--- src/rtl/alarm_clk_pkg.sv ---
// Shared time types for the alarm clock blocks: BCD time layout,
// display mode encoding and a BCD range checker.
package alarm_clk_pkg;

  localparam int TIME_W = 20;

  // Bit layout [19:0]: hour tens down to second units.
  typedef struct packed {
    logic [1:0] h_t;
    logic [3:0] h_u;
    logic [2:0] m_t;
    logic [3:0] m_u;
    logic [2:0] s_t;
    logic [3:0] s_u;
  } time_bcd_t;

  typedef enum logic {
    MODE_24H = 1'b0,
    MODE_12H = 1'b1
  } disp_mode_t;

  // True when a 24h time cannot be a real time of day: any units digit
  // above 9, hour tens above 2, or an hour of 24..29.
  function automatic logic time_bcd_bad(input time_bcd_t t);
    return (t.h_u > 4'd9) || (t.m_u > 4'd9) || (t.s_u > 4'd9) ||
           (t.h_t > 2'd2) || ((t.h_t == 2'd2) && (t.h_u > 4'd3));
  endfunction

endpackage

--- src/rtl/time_fmt12_24_hour_24to12.sv ---
// Combinational 24h -> 12h converter for a single BCD time channel.
// Works directly on the hour digits; minutes and seconds pass through.
module hour_24to12
  import alarm_clk_pkg::*;
#(
  parameter bit LEAD_BLANK = 1'b1,
  parameter bit CHECK_BCD  = 1'b1
) (
  input  time_bcd_t  i_time,
  input  disp_mode_t i_mode,
  output time_bcd_t  o_time,
  output logic       o_pm,
  output logic       o_hblank,
  output logic       o_err
);

  logic       w_bad;
  logic [1:0] w_h_t;
  logic [3:0] w_h_u;
  logic       w_pm;

  assign w_bad = CHECK_BCD && time_bcd_bad(i_time);
  assign o_err = w_bad;

  // 12h hour digits: 00->12, 13..19->01..07, 20/21->08/09, 22/23->10/11.
  always_comb begin
    w_h_t = i_time.h_t;
    w_h_u = i_time.h_u;
    w_pm  = 1'b0;
    case (i_time.h_t)
      2'd0: begin
        if (i_time.h_u == 4'd0) begin
          w_h_t = 2'd1;
          w_h_u = 4'd2;
        end
      end
      2'd1: begin
        if (i_time.h_u == 4'd2) begin
          w_pm = 1'b1;
        end else if (i_time.h_u >= 4'd3) begin
          w_h_t = 2'd0;
          w_h_u = i_time.h_u - 4'd2;
          w_pm  = 1'b1;
        end
      end
      2'd2: begin
        w_pm = 1'b1;
        if (i_time.h_u <= 4'd1) begin
          w_h_t = 2'd0;
          w_h_u = i_time.h_u + 4'd8;
        end else begin
          w_h_t = 2'd1;
          w_h_u = i_time.h_u - 4'd2;
        end
      end
      default: ;
    endcase
  end

  // Invalid channels and 24h mode pass the input through untouched.
  always_comb begin
    o_time   = i_time;
    o_pm     = 1'b0;
    o_hblank = 1'b0;
    if ((i_mode == MODE_12H) && !w_bad) begin
      o_time.h_t = w_h_t;
      o_time.h_u = w_h_u;
      o_pm       = w_pm;
      o_hblank   = LEAD_BLANK && (w_h_t == 2'd0);
    end
  end

endmodule

--- src/rtl/time_fmt12_24.sv ---
// Two-stage 12h/24h display formatter for N_CH BCD time channels.
// Stage 1 captures a frame and its mode; stage 2 converts and registers.
//
// Handshake: in_valid and out_valid are single-cycle strobes with no
// backpressure. Each in_valid produces exactly one out_valid two cycles
// later; outputs and mode_act change only on out_valid and hold otherwise.
module time_fmt12_24
  import alarm_clk_pkg::*;
#(
  parameter int N_CH       = 2,
  parameter bit LEAD_BLANK = 1'b1,
  parameter bit CHECK_BCD  = 1'b1
) (
  input  logic                     clk,
  input  logic                     reset,
  input  logic                     mod12_24,
  input  logic                     in_valid,
  input  logic [TIME_W*N_CH-1:0]   in_disp_time,
  output logic                     out_valid,
  output logic [TIME_W*N_CH-1:0]   out_disp_time,
  output logic [N_CH-1:0]          pm,
  output logic [N_CH-1:0]          hblank,
  output logic [N_CH-1:0]          err,
  output logic                     mode_act
);

  logic                   r_s1_valid;
  disp_mode_t             r_s1_mode;
  logic [TIME_W*N_CH-1:0] r_s1_time;

  logic                   r_out_valid;
  logic [TIME_W*N_CH-1:0] r_out_time;
  logic [N_CH-1:0]        r_pm;
  logic [N_CH-1:0]        r_hblank;
  logic [N_CH-1:0]        r_err;
  disp_mode_t             r_mode_act;

  time_bcd_t              w_conv_time [N_CH];
  logic [TIME_W*N_CH-1:0] w_conv_flat;
  logic [N_CH-1:0]        w_pm;
  logic [N_CH-1:0]        w_hblank;
  logic [N_CH-1:0]        w_err;

  // Stage 1: capture frame and requested mode together, only on in_valid.
  always_ff @(posedge clk or negedge reset) begin
    if (!reset) begin
      r_s1_valid <= 1'b0;
      r_s1_mode  <= MODE_24H;
      r_s1_time  <= '0;
    end else begin
      r_s1_valid <= in_valid;
      if (in_valid) begin
        r_s1_time <= in_disp_time;
        r_s1_mode <= disp_mode_t'(mod12_24);
      end
    end
  end

  for (genvar k = 0; k < N_CH; k++) begin : g_ch
    hour_24to12 #(
      .LEAD_BLANK (LEAD_BLANK),
      .CHECK_BCD  (CHECK_BCD)
    ) u_conv (
      .i_time   (time_bcd_t'(r_s1_time[TIME_W*k +: TIME_W])),
      .i_mode   (r_s1_mode),
      .o_time   (w_conv_time[k]),
      .o_pm     (w_pm[k]),
      .o_hblank (w_hblank[k]),
      .o_err    (w_err[k])
    );
  end

  // Flatten the per-channel converter results back into the port layout.
  always_comb begin
    w_conv_flat = '0;
    for (int k = 0; k < N_CH; k++) begin
      w_conv_flat[TIME_W*k +: TIME_W] = w_conv_time[k];
    end
  end

  // Stage 2: register converted frame; mode_act moves with its frame.
  always_ff @(posedge clk or negedge reset) begin
    if (!reset) begin
      r_out_valid <= 1'b0;
      r_out_time  <= '0;
      r_pm        <= '0;
      r_hblank    <= '0;
      r_err       <= '0;
      r_mode_act  <= MODE_24H;
    end else begin
      r_out_valid <= r_s1_valid;
      if (r_s1_valid) begin
        r_out_time <= w_conv_flat;
        r_pm       <= w_pm;
        r_hblank   <= w_hblank;
        r_err      <= w_err;
        r_mode_act <= r_s1_mode;
      end
    end
  end

  assign out_valid     = r_out_valid;
  assign out_disp_time = r_out_time;
  assign pm            = r_pm;
  assign hblank        = r_hblank;
  assign err           = r_err;
  assign mode_act      = (r_mode_act == MODE_12H);

endmodule

--- config.mk ---
export PLATFORM = sky130hd
export DESIGN_NAME = time_fmt12_24
export DESIGN_NICKNAME = d
export VERILOG_FILES = /design/src/rtl/alarm_clk_pkg.sv /design/src/rtl/time_fmt12_24_hour_24to12.sv /design/src/rtl/time_fmt12_24.sv
export SDC_FILE = /design/constraint.sdc
export NUM_CORES = 1
export LEC_CHECK = 0
export CAP_MARGIN = 15
export CORE_AREA = 2 2 116 118
export CTS_BUF_LIST = sky130_fd_sc_hd__clkbuf_16
export CTS_CLUSTER_DIAMETER = 150
export CTS_CLUSTER_SIZE = 28
export DETAILED_ROUTE_END_ITERATION = 7
export DIE_AREA = 0 0 118 120
export GPL_ROUTABILITY_DRIVEN = 0
export PLACE_DENSITY = 0.65
export SLEW_MARGIN = 15
export SYNTH_ARGS = -nofsm -noshare
export SYNTH_HDL_FRONTEND = slang
export SYNTH_HIERARCHICAL = 1
export SYNTH_SLANG_ARGS = --single-unit
export TNS_END_PERCENT = 100
--- constraint.sdc ---
create_clock -name clk -period 2.2 [get_ports clk]
set_input_delay 0.55 -clock clk [delete_from_list [all_inputs] [get_ports clk]]
set_output_delay 0.55 -clock clk [all_outputs]
set_load 0.05 [all_outputs]
# [Word-level counts from Yosys, hierarchy flattened]
# Index checks and enable logic that the tools add are counted.
[totals] out_inout_bits=48 in_bits=44 reg_bits=90 elab_cells=85
[classes] reduce_logical=20 eq_ne=6 muxes=32 n_addsub=4 n_lt_le_gt_ge=14
[ops] operator="$mux 4" count=8
[ops] operator="$gt 4x4->1 const B" count=6
[ops] operator="$pmux 4 s3" count=2
[ops] operator="$mux 2" count=6
[ops] operator="$mux 6" count=2
[ops] operator="$pmux 2 s3" count=2
[ops] operator="$mux 1" count=10
[ops] operator="$add 4x4->4 const B" count=2
[ops] operator="$eq 4x2->1 const B" count=2
[ops] operator="$ge 4x2->1 const B" count=2
[ops] operator="$gt 4x2->1 const B" count=2
[ops] operator="$le 4x1->1 const B" count=2
[ops] operator="$logic_not 2->1" count=4
[ops] operator="$logic_not 4->1" count=2
[ops] operator="$logic_or 1x1->1" count=8
[ops] operator="$sub 4x2->4 const B" count=2
[ops] operator="$eq 2x1->1 const B" count=2
[ops] operator="$eq 2x2->1 const B" count=2
[ops] operator="$gt 2x2->1 const B" count=2
[ops] operator="$logic_and 1x1->1" count=4
[ops] operator="$pmux 1 s2" count=2
[ops] operator="$logic_not 1->1" count=2

# [Longest topological paths before layout]
# Gate-level depths: netlist (run 1).
[logic_depth] ltp_word=8 ltp_mapped=9 ltp_nobuf=7

# [Hierarchy]
# The synthesis (run 1) kept the hierarchy.
[modules_own_cells] mod="time_fmt12_24" seq_area_each_um2=2252.2 area_per_inst_um2=3483.3 instances=1 cells_each=188
[modules_own_cells] mod="hour_24to12" seq_area_each_um2=0.0 area_per_inst_um2=479.2 instances=2 cells_each=66

# [Worst setup path before layout (run 1)]
# OpenSTA, ideal clock, no wires.
[synth_timing] path_type="register to register" startpoint="reg r_s1_time[18]" endpoint="reg r_out_time[15] (netlist: out_disp_time[15])" period_less_slack_ps=2039 arrival_ps=1913 path_stages_with_launch=10 n_path_buf=2 path_slack_ps=161 setup_ps=125 t_required_ps=2075 cell_sequence="dfrtp_1 inv_1 ha_1 buf_6 a21oi_2 o211a_1 and3_4 buf_6 mux2_4 mux2_4"
[synth_via] elab_chain_cells=6 elab_cells_between_ends=11 cone_classes="order compare (1); eq/ne (2); mux (2); reduce/logical (6)"
[synth_lines] element="start, declared" line="time_fmt12_24.sv:29" source="logic [TIME_W*N_CH-1:0] r_s1_time;"
[synth_lines] element="start signal, assigned" line="time_fmt12_24.sv:53" source="r_s1_time <= in_disp_time;"
[synth_lines] element="$gt 2x2->1 / $eq 2x2->1 (equally long branches)" line="alarm_clk_pkg.sv:26, time_fmt12_24_hour_24to12.sv:30"
[synth_lines] element="$logic_or 1x1->1 / $logic_and 1x1->1 (equally long branches)" line="alarm_clk_pkg.sv:25, alarm_clk_pkg.sv:26"
[synth_lines] element="$logic_or 1x1->1" line="alarm_clk_pkg.sv:26" source="(t.h_t > 2'd2) || ((t.h_t == 2'd2) && (t.h_u > 4'd3));"
[synth_lines] element="$logic_not 1->1" line="time_fmt12_24_hour_24to12.sv:65" source="if ((i_mode == MODE_12H) && !w_bad) begin"
[synth_lines] element="$logic_and 1x1->1" line="time_fmt12_24_hour_24to12.sv:65"
[synth_lines] element="$mux 6 (*)" line="time_fmt12_24_hour_24to12.sv:65"
[synth_lines] element="named net w_conv_flat[15]" line="time_fmt12_24.sv:39" source="logic [TIME_W*N_CH-1:0] w_conv_flat;"
[synth_lines] element="end signal, assigned" line="time_fmt12_24.sv:93" source="r_out_time <= w_conv_flat;"
[synth_lines] element="end, declared" line="time_fmt12_24.sv:32" source="logic [TIME_W*N_CH-1:0] r_out_time;"
# Mark *: on every way through the listed nets, which the timed path passes. The rest lies on a longest branch.
# A chain may end at the register's enable or synchronous reset.

# [Final worst setup path (run 1)]
[layout_timing] startpoint="reg r_out_time[28] (netlist: out_disp_time[28])" endpoint="out out_disp_time[28]"
[layout_rtl] element="end, declared" line="time_fmt12_24.sv:20" source="output logic [TIME_W*N_CH-1:0] out_disp_time,"
# No word-level cell between the ends.

==> load_flow_metrics.sql, run 1 <==
INSERT INTO impl_metrics (metric_group, metric, value, unit) VALUES
('critical_path', 'timing.critical_path.max_delay_family', 'buffers and inverters', ''),
('finish', 'final_layout_size_suffix_gt1_share', '31.4', '%'),
('logic_synthesis', 'yosys_warnings', '6', ''),
('route', 'route.final.wire_length', '8620', 'um'),
('grt', 'total_routing_usage_gr', '12.8', '%'),
('logic_synthesis', 'postSynthNetCount', '374', ''),
('place', 'place_area', '0.00527', 'mm2'),
('die', 'die-area', '0.0142', 'mm2'),
('route', 'dr.pass1.iters', '4', ''),
('timing', 'period_share', '94.2', '%'),
('clock_network', 'max-clock-path-buffers', '2', ''),
('route', 'iteration_0_drc_markers', '174', ''),
('power_and_ir_drop', 'clock_power_share', '31.8', '%'),
('die', 'boundaryPins', '92', ''),
('timing', 'finalSetupTns', '0', 'ns'),
('clock_network', 'clkSinkCount', '90', ''),
('place', 'dpl.hpwl', '5970', 'um'),
('finish', 'mostFrequentLayoutCells', '89 x sky130_fd_sc_hd__dfrtp_1, 89 x sky130_fd_sc_hd__clkdlybuf4s50_1, 55 x sky130_fd_sc_hd__mux2_2, 35 x sky130_fd_sc_hd__mux2_4, 14 x sky130_fd_sc_hd__inv_1', ''),
('route', 'detail-route-antenna-nets', '0', ''),
('logic_synthesis', 'synthesis.instances', '320', ''),
('logic_synthesis', 'synth_sequential_area_ratio', '50.7', '%'),
('clock_network', 'resized_gates_after_cts', '0', ''),
('critical_path', 'crit_path_required_time', '1.65', 'ns'),
('timing', 'report.final.hold_viol_count', '0', ''),
('grt', 'first_pass_grt_wire_length', '14300', 'um'),
('power_and_ir_drop', 'pwr_density_cell', '903', 'mW/mm2'),
('power_and_ir_drop', 'total_leakage_power', '2.44', 'nW'),
('critical_path', 'setup.worst_path.class', 'flip-flop to primary output', ''),
('clock_network', 'cts.hold.buffers_added', '0', ''),
('grt', 'grt_antenna_before_repair', '0', ''),
('grt', 'overflow', '0', ''),
('die', 'fp.dieW', '118', 'um'),
('logic_synthesis', 'ys_async_sr_fraction', '100', '%'),
('route', 'drt-wirelength-per-cell', '15.3', 'um'),
('hold_path', 'min-delay-path-class', 'primary input to async pin', ''),
('power_and_ir_drop', 'finalPower', '5.04', 'mW'),
('power_and_ir_drop', 'cell_internal_pwr', '3.48', 'mW'),
('timing', 'fin_crit', '2.07', 'ns'),
('logic_synthesis', 'synth_top_flop_cell', 'sky130_fd_sc_hd__dfrtp_1', ''),
('place', 'place.port_buffers', '91', ''),
('timing', 'max_clk_rate', '482', 'MHz'),
('clock_network', 'worst_skew_pair.late_latency', '0.34', 'ns'),
('critical_path', 'cp_data_arrival_time', '1.52', 'ns'),
('power_and_ir_drop', 'netSwitchingFraction', '31.0', '%'),
('critical_path', 'startpoint_types', 'flip-flop', ''),
('die', 'coreArea', '0.0130', 'mm2'),
('clock_network', 'tritoncts', 'done', ''),
('logic_synthesis', 'syn_area_per_cell', '13.9', 'um2'),
('die', 'die_height', '120', 'um'),
('finish', 'antenna_cells', '0', ''),
('finish', 'layout_fillers', '1212', ''),
('critical_path', 'end_kind', 'primary output', ''),
('route', 'drc', '0', ''),
('critical_path', 'critical_path_peak_fanout', '2', ''),
('timing', 'fin_hold_ws', '0.151', 'ns'),
('timing', 'finalSetupViolCount', '0', ''),
('power_and_ir_drop', 'p_sw', '1.56', 'mW'),
('logic_synthesis', 'postSynthRegisterBits', '90', ''),
('grt', 'first_global_vias', '2835', ''),
('clock_network', 'clock_tree.root_cell', 'sky130_fd_sc_hd__clkbuf_16', ''),
('route', 'dr_total_vias', '2647', ''),
('critical_path', 'path_cells', 'clkdlybuf4s50_1', ''),
('logic_synthesis', 'syn_area', '0.00444', 'mm2'),
('critical_path', 'cp_slowest_cell', 'sky130_fd_sc_hd__clkdlybuf4s50_1', ''),
('grt', 'grt_max_degree', '46', ''),
('finish', 'area.growth.synth_to_final', '25.6', '%'),
('route', 'drt-vias-per-instance', '4.69', ''),
('timing', 'slew_violations', '0', ''),
('status', 'status', 'completed', ''),
('finish', 'layout.nets', '437', ''),
('finish', 'final_design_area_no_fill', '0.00558', 'mm2');
==> area by class of cell <==
type | count | area (um2) | share of cell area (%)
Sequential cell | 90 | 2250 | 40.4
Multi-Input combinational cell | 170 | 1730 | 31.0
Timing Repair Buffer | 100 | 1020 | 18.3
Clock buffer | 9 | 225 | 4.04
Tap cell | 176 | 220 | 3.95
Clock inverter | 7 | 86.3 | 1.55
Inverter | 12 | 45.0 | 0.807
==> per-layer routing <==
| layer | GRT usage [%] | part of all wire [%] | vias to the layer above | wire length, um |
|---|---|---|---|---|
| li1 | - | - | 1226 | - |
| met1 | 16.4 | 46 | 1320 | 3960 |
| met2 | 19.6 | 46 | 83 | 3970 |
| met3 | 3.85 | 5.7 | 18 | 487 |
| met4 | 6.33 | 2.3 | 0 | 196 |
| met5 | 0 | 0 | - | 0 |
==> logic make-up after synthesis <==
group	synth area share, %
compound gates	5.35
xor+xnor	0.394
fa+ha+maj	2.82
buf+inv	10.4
flops	50.7
mux	26.2
simple gates	4.11
==> worst reg2reg max path, stage by stage, from the launching register on <==
cell,delay (ns)
sky130_fd_sc_hd__dfrtp_1,0.41
sky130_fd_sc_hd__inv_1,0.11
sky130_fd_sc_hd__ha_1,0.25
sky130_fd_sc_hd__nor3_1,0.15
sky130_fd_sc_hd__o211a_1,0.21
sky130_fd_sc_hd__and3_4,0.24
sky130_fd_sc_hd__mux2_4,0.30
sky130_fd_sc_hd__mux2_4,0.25
==> path summary, 6_finish.rpt <==
check                           depth (start not counted)                          start                       endpoint
worst min-delay path                                    1                          reset  out_disp_time[11]$_DFFE_PN0P_
worst max-delay path                                    1  out_disp_time[28]$_DFFE_PN0P_              out_disp_time[28]
worst max register to register                          7      r_s1_time[38]$_DFFE_PN0P_  out_disp_time[35]$_DFFE_PN0P_
max in group asynchronous                               2                          reset           r_s1_valid$_DFF_PN0_
worst min register to register                          1   out_disp_time[8]$_DFFE_PN0P_   out_disp_time[8]$_DFFE_PN0P_
min in group clk                                        1   out_disp_time[8]$_DFFE_PN0P_   out_disp_time[8]$_DFFE_PN0P_
==> power by group through the flow <==
stage / combinational, mW / sequential (mW) / clock (mW)
3_3_place_gp: 1.40 / 2.05 / 0
6_report: 1.41 / 2.03 / 1.60
2_1_floorplan: 0.591 / 2.47 / 0
5_1_grt: 1.49 / 2.06 / 1.74
3_5_place_dp: 1.42 / 2.06 / 0
4_1_cts: 1.42 / 2.03 / 1.67
==> cells in the mapped netlist, types with 6 or more instances <==
cell,n,area [um2]
sky130_fd_sc_hd__mux2_2,55,619
sky130_fd_sc_hd__buf_4,34,255
sky130_fd_sc_hd__mux2_4,35,526
sky130_fd_sc_hd__ha_1,10,125
sky130_fd_sc_hd__nor2_1,8,30.0
sky130_fd_sc_hd__inv_1,12,45.0
sky130_fd_sc_hd__nand2_1,6,22.5
sky130_fd_sc_hd__dfrtp_1,90,2250
sky130_fd_sc_hd__a21oi_1,10,50.1
sky130_fd_sc_hd__buf_6,9,101
==> through the flow <==
step | utilization [%] | setup slack [ns] | cells
finish | 43.0 | 0.127 | 564
CTS | 43.0 | 0.0930 | 564
global route | 43.0 | 0.0605 | 564
global placement | 40.6 | 0.253 | 548
floorplan | - | 0.161 | 320
detailed placement | 40.6 | 0.165 | 548
==> flip-flops by register name, indices dropped and copies added (netlist names) <==
signal	cells
r_s1_valid	1
out_disp_time	40
hblank	2
err	2
out_valid	1
r_s1_mode	1
r_s1_time	40
mode_act	1
pm	2
Power figures use the tool's default switching activity.
==> run 2, diff against run 1 <==
--- a/config.mk
+++ b/config.mk
@@ -5,7 +5,6 @@
 export SDC_FILE = /design/constraint.sdc
 export NUM_CORES = 1
 export LEC_CHECK = 0
-export CAP_MARGIN = 15
 export CORE_AREA = 2 2 116 118
 export CTS_BUF_LIST = sky130_fd_sc_hd__clkbuf_16
 export CTS_CLUSTER_DIAMETER = 150
@@ -14,6 +13,7 @@
 export DIE_AREA = 0 0 118 120
 export GPL_ROUTABILITY_DRIVEN = 0
 export PLACE_DENSITY = 0.65
+export SETUP_SLACK_MARGIN = 0.02
 export SLEW_MARGIN = 15
 export SYNTH_ARGS = -nofsm -noshare
 export SYNTH_HDL_FRONTEND = slang
==> results of run 2 <==
No change in the layout: final DEF, timing and power equal those of run 1.
==> run 3, diff against run 2 <==
--- a/config.mk
+++ b/config.mk
@@ -8,11 +8,9 @@
 export CORE_AREA = 2 2 116 118
 export CTS_BUF_LIST = sky130_fd_sc_hd__clkbuf_16
 export CTS_CLUSTER_DIAMETER = 150
-export CTS_CLUSTER_SIZE = 28
 export DETAILED_ROUTE_END_ITERATION = 7
 export DIE_AREA = 0 0 118 120
 export GPL_ROUTABILITY_DRIVEN = 0
-export PLACE_DENSITY = 0.65
 export SETUP_SLACK_MARGIN = 0.02
 export SLEW_MARGIN = 15
 export SYNTH_ARGS = -nofsm -noshare
==> load_flow_metrics.sql, run 3 (synthesis gave the netlist of run 1 again) <==
INSERT INTO impl_metrics (metric_group, metric, value, unit) VALUES
('status', 'status', 'completed', ''),
('critical_path', 'path_cells', 'clkdlybuf4s50_1', ''),
('die', 'boundaryPins', '92', ''),
('critical_path', 'crit_path_required_time', '1.65', 'ns'),
('clock_network', 'clk_pin_slew_worst_paths', '0.06', 'ns'),
('timing', 'worstMarginPinSlew', '0.539', 'ns'),
('route', 'drt-vias-per-instance', '4.64', ''),
('finish', 'final_layout_size_suffix_gt1_share', '31.3', '%'),
('critical_path', 'crit_path_max_incr_delay', '0.82', 'ns'),
('die', 'die_height', '120', 'um'),
('critical_path', 'register_to_register_setup_slack', '0.17', 'ns'),
('route', 'detail-route-antenna-nets', '0', ''),
('route', 'drt-wirelength-per-cell', '15.0', 'um'),
('critical_path', 'timing.rr.start', 'r_s1_time[18]$_DFFE_PN0P_', ''),
('route', 'iteration_0_drc_markers', '112', ''),
('timing', 'skew', '0.00640', 'ns'),
('timing', 'finalSetupViolCount', '0', ''),
('critical_path', 'setup.worst_path.class', 'flip-flop to primary output', ''),
('clock_network', 'tritoncts.num_buffers', '9', ''),
('clock_network', 'max-clock-path-buffers', '2', ''),
('timing', 'fin_crit', '2.08', 'ns'),
('grt', 'total_routing_usage_gr', '13.0', '%'),
('place', 'place.port_buffers', '91', ''),
('critical_path', 'cp-startpoint', 'out_disp_time[35]$_DFFE_PN0P_', ''),
('critical_path', 'cp_data_arrival_time', '1.53', 'ns'),
('critical_path', 'reg2regPathDepth', '7', ''),
('critical_path', 'end_kind', 'primary output', ''),
('timing', 'finalSetupTns', '0', 'ns'),
('timing', 'rsz_0062_raised_after_global_routing', 'no', ''),
('grt', 'first_global_vias', '2788', ''),
('place', 'dp_slack', '0.147', 'ns'),
('power_and_ir_drop', 'total_leakage_power', '2.45', 'nW'),
('die', 'die-area', '0.0142', 'mm2'),
('finish', 'antenna_cells', '0', ''),
('finish', 'area.growth.synth_to_final', '26.0', '%'),
('route', 'drc', '0', ''),
('critical_path', 'critPathBufInv', '1', ''),
('clock_network', 'cts.hold.buffers_added', '0', ''),
('critical_path', 'startpoint_types', 'flip-flop', ''),
('timing', 'slew_violations', '0', ''),
('critical_path', 'timing.critical_path.max_delay_family', 'buffers and inverters', ''),
('power_and_ir_drop', 'peakVddDrop', '0.538', 'mV'),
('place', 'dpl.hpwl', '5810', 'um'),
('timing', 'worst_slew_margin_rel', '64.0', '%'),
('timing', 'report.final.hold_viol_count', '0', ''),
('die', 'row_count', '42', ''),
('route', 'dr_total_vias', '2611', ''),
('grt', 'overflow', '0', ''),
('route', 'route.final.wire_length', '8450', 'um'),
('route', 'dr.pass1.iters', '4', ''),
('finish', 'layout_fillers', '1235', ''),
('grt', 'grt_max_degree', '91', ''),
('finish', 'layout.nets', '436', ''),
('clock_network', 'clock_tree.root_cell', 'sky130_fd_sc_hd__clkbuf_16', ''),
('timing', 'fin_hold_ws', '0.248', 'ns'),
('timing', 'max_clk_rate', '481', 'MHz'),
('job', 'maxCapViolations', '0', ''),
('die', 'start_util', '34.2', '%'),
('die', 'fp.dieW', '118', 'um'),
('critical_path', 'cp_slowest_cell', 'sky130_fd_sc_hd__clkdlybuf4s50_1', ''),
('die', 'coreArea', '0.0130', 'mm2'),
('critical_path', 'critical_path_peak_fanout', '2', ''),
('grt', 'first_pass_grt_wire_length', '14200', 'um'),
('power_and_ir_drop', 'finalPower', '5.15', 'mW'),
('finish', 'mostFrequentLayoutCells', '89 x sky130_fd_sc_hd__dfrtp_1, 89 x sky130_fd_sc_hd__clkdlybuf4s50_1, 55 x sky130_fd_sc_hd__mux2_2, 35 x sky130_fd_sc_hd__mux2_4, 14 x sky130_fd_sc_hd__inv_1', ''),
('clock_network', 'cts_max_level', '3', ''),
('hold_path', 'min-delay-path-class', 'primary input to async pin', ''),
('timing', 'period_share', '94.6', '%'),
('clock_network', 'clkSinkCount', '90', ''),
('clock_network', 'tritoncts', 'done', ''),
('power_and_ir_drop', 'pwr_density_cell', '921', 'mW/mm2'),
('critical_path', 'worst_r2r_endpoint', 'out_disp_time[15]$_DFFE_PN0P_', ''),
('timing', 'setup_ws', '0.119', 'ns'),
('grt', 'grt_antenna_before_repair', '0', ''),
('clock_network', 'worst_skew_pair.late_latency', '0.34', 'ns');
run 3: cell type report:
class,instances,area (um2),share of cell area [%]
tap,176,220,3.94
multi-input combinational,170,1730,30.9
timing repair buffer,99,1010,18.1
clock inverter,7,110,1.97
clock buffer,9,225,4.03
inverter,12,45.0,0.805
sequential,90,2250,40.3
run 3: how the worst max path moves through the flow:
stage                                    endpoint  slack [ns]  depth (start not counted)
global placement    out_disp_time[35]$_DFFE_PN0P_        0.25                          7
finish                          out_disp_time[35]        0.12                          1
floorplan           out_disp_time[15]$_DFFE_PN0P_        0.16                          9
CTS                             out_disp_time[36]        0.09                          1
global route        out_disp_time[15]$_DFFE_PN0P_        0.05                          7
detailed placement  out_disp_time[15]$_DFFE_PN0P_        0.15                          7
run 3: where the power goes:
part,internal [mW],switching [mW],total [mW]
registers,1.86,0.160,2.02
logic,0.628,0.776,1.40
clock network,1.10,0.626,1.73
run 3: metrics by stage:
step	utilization (%)	area (um2)	instances
2_1_floorplan	-	4440	320
3_3_place_gp	40.5	5250	546
3_5_place_dp	40.5	5250	546
4_1_cts	43.0	5590	562
5_1_grt	43.1	5600	563
6_report	43.1	5600	563
run 3: routing by layer:
metal / global-route usage [%] / wire [um] / vias up
met1: 15.2 / 3520 / 1302
met3: 5.42 / 561 / 9
met2: 21.4 / 4270 / 81
met5: 0 / 0 / -
met4: 4.74 / 98 / 0
li1: - / - / 1219
run 3: what timing repair did:
item,4_1_cts,5_1_grt
setup endpoints to repair,0,1
buffers inserted,0,1
gates resized for setup,0,0
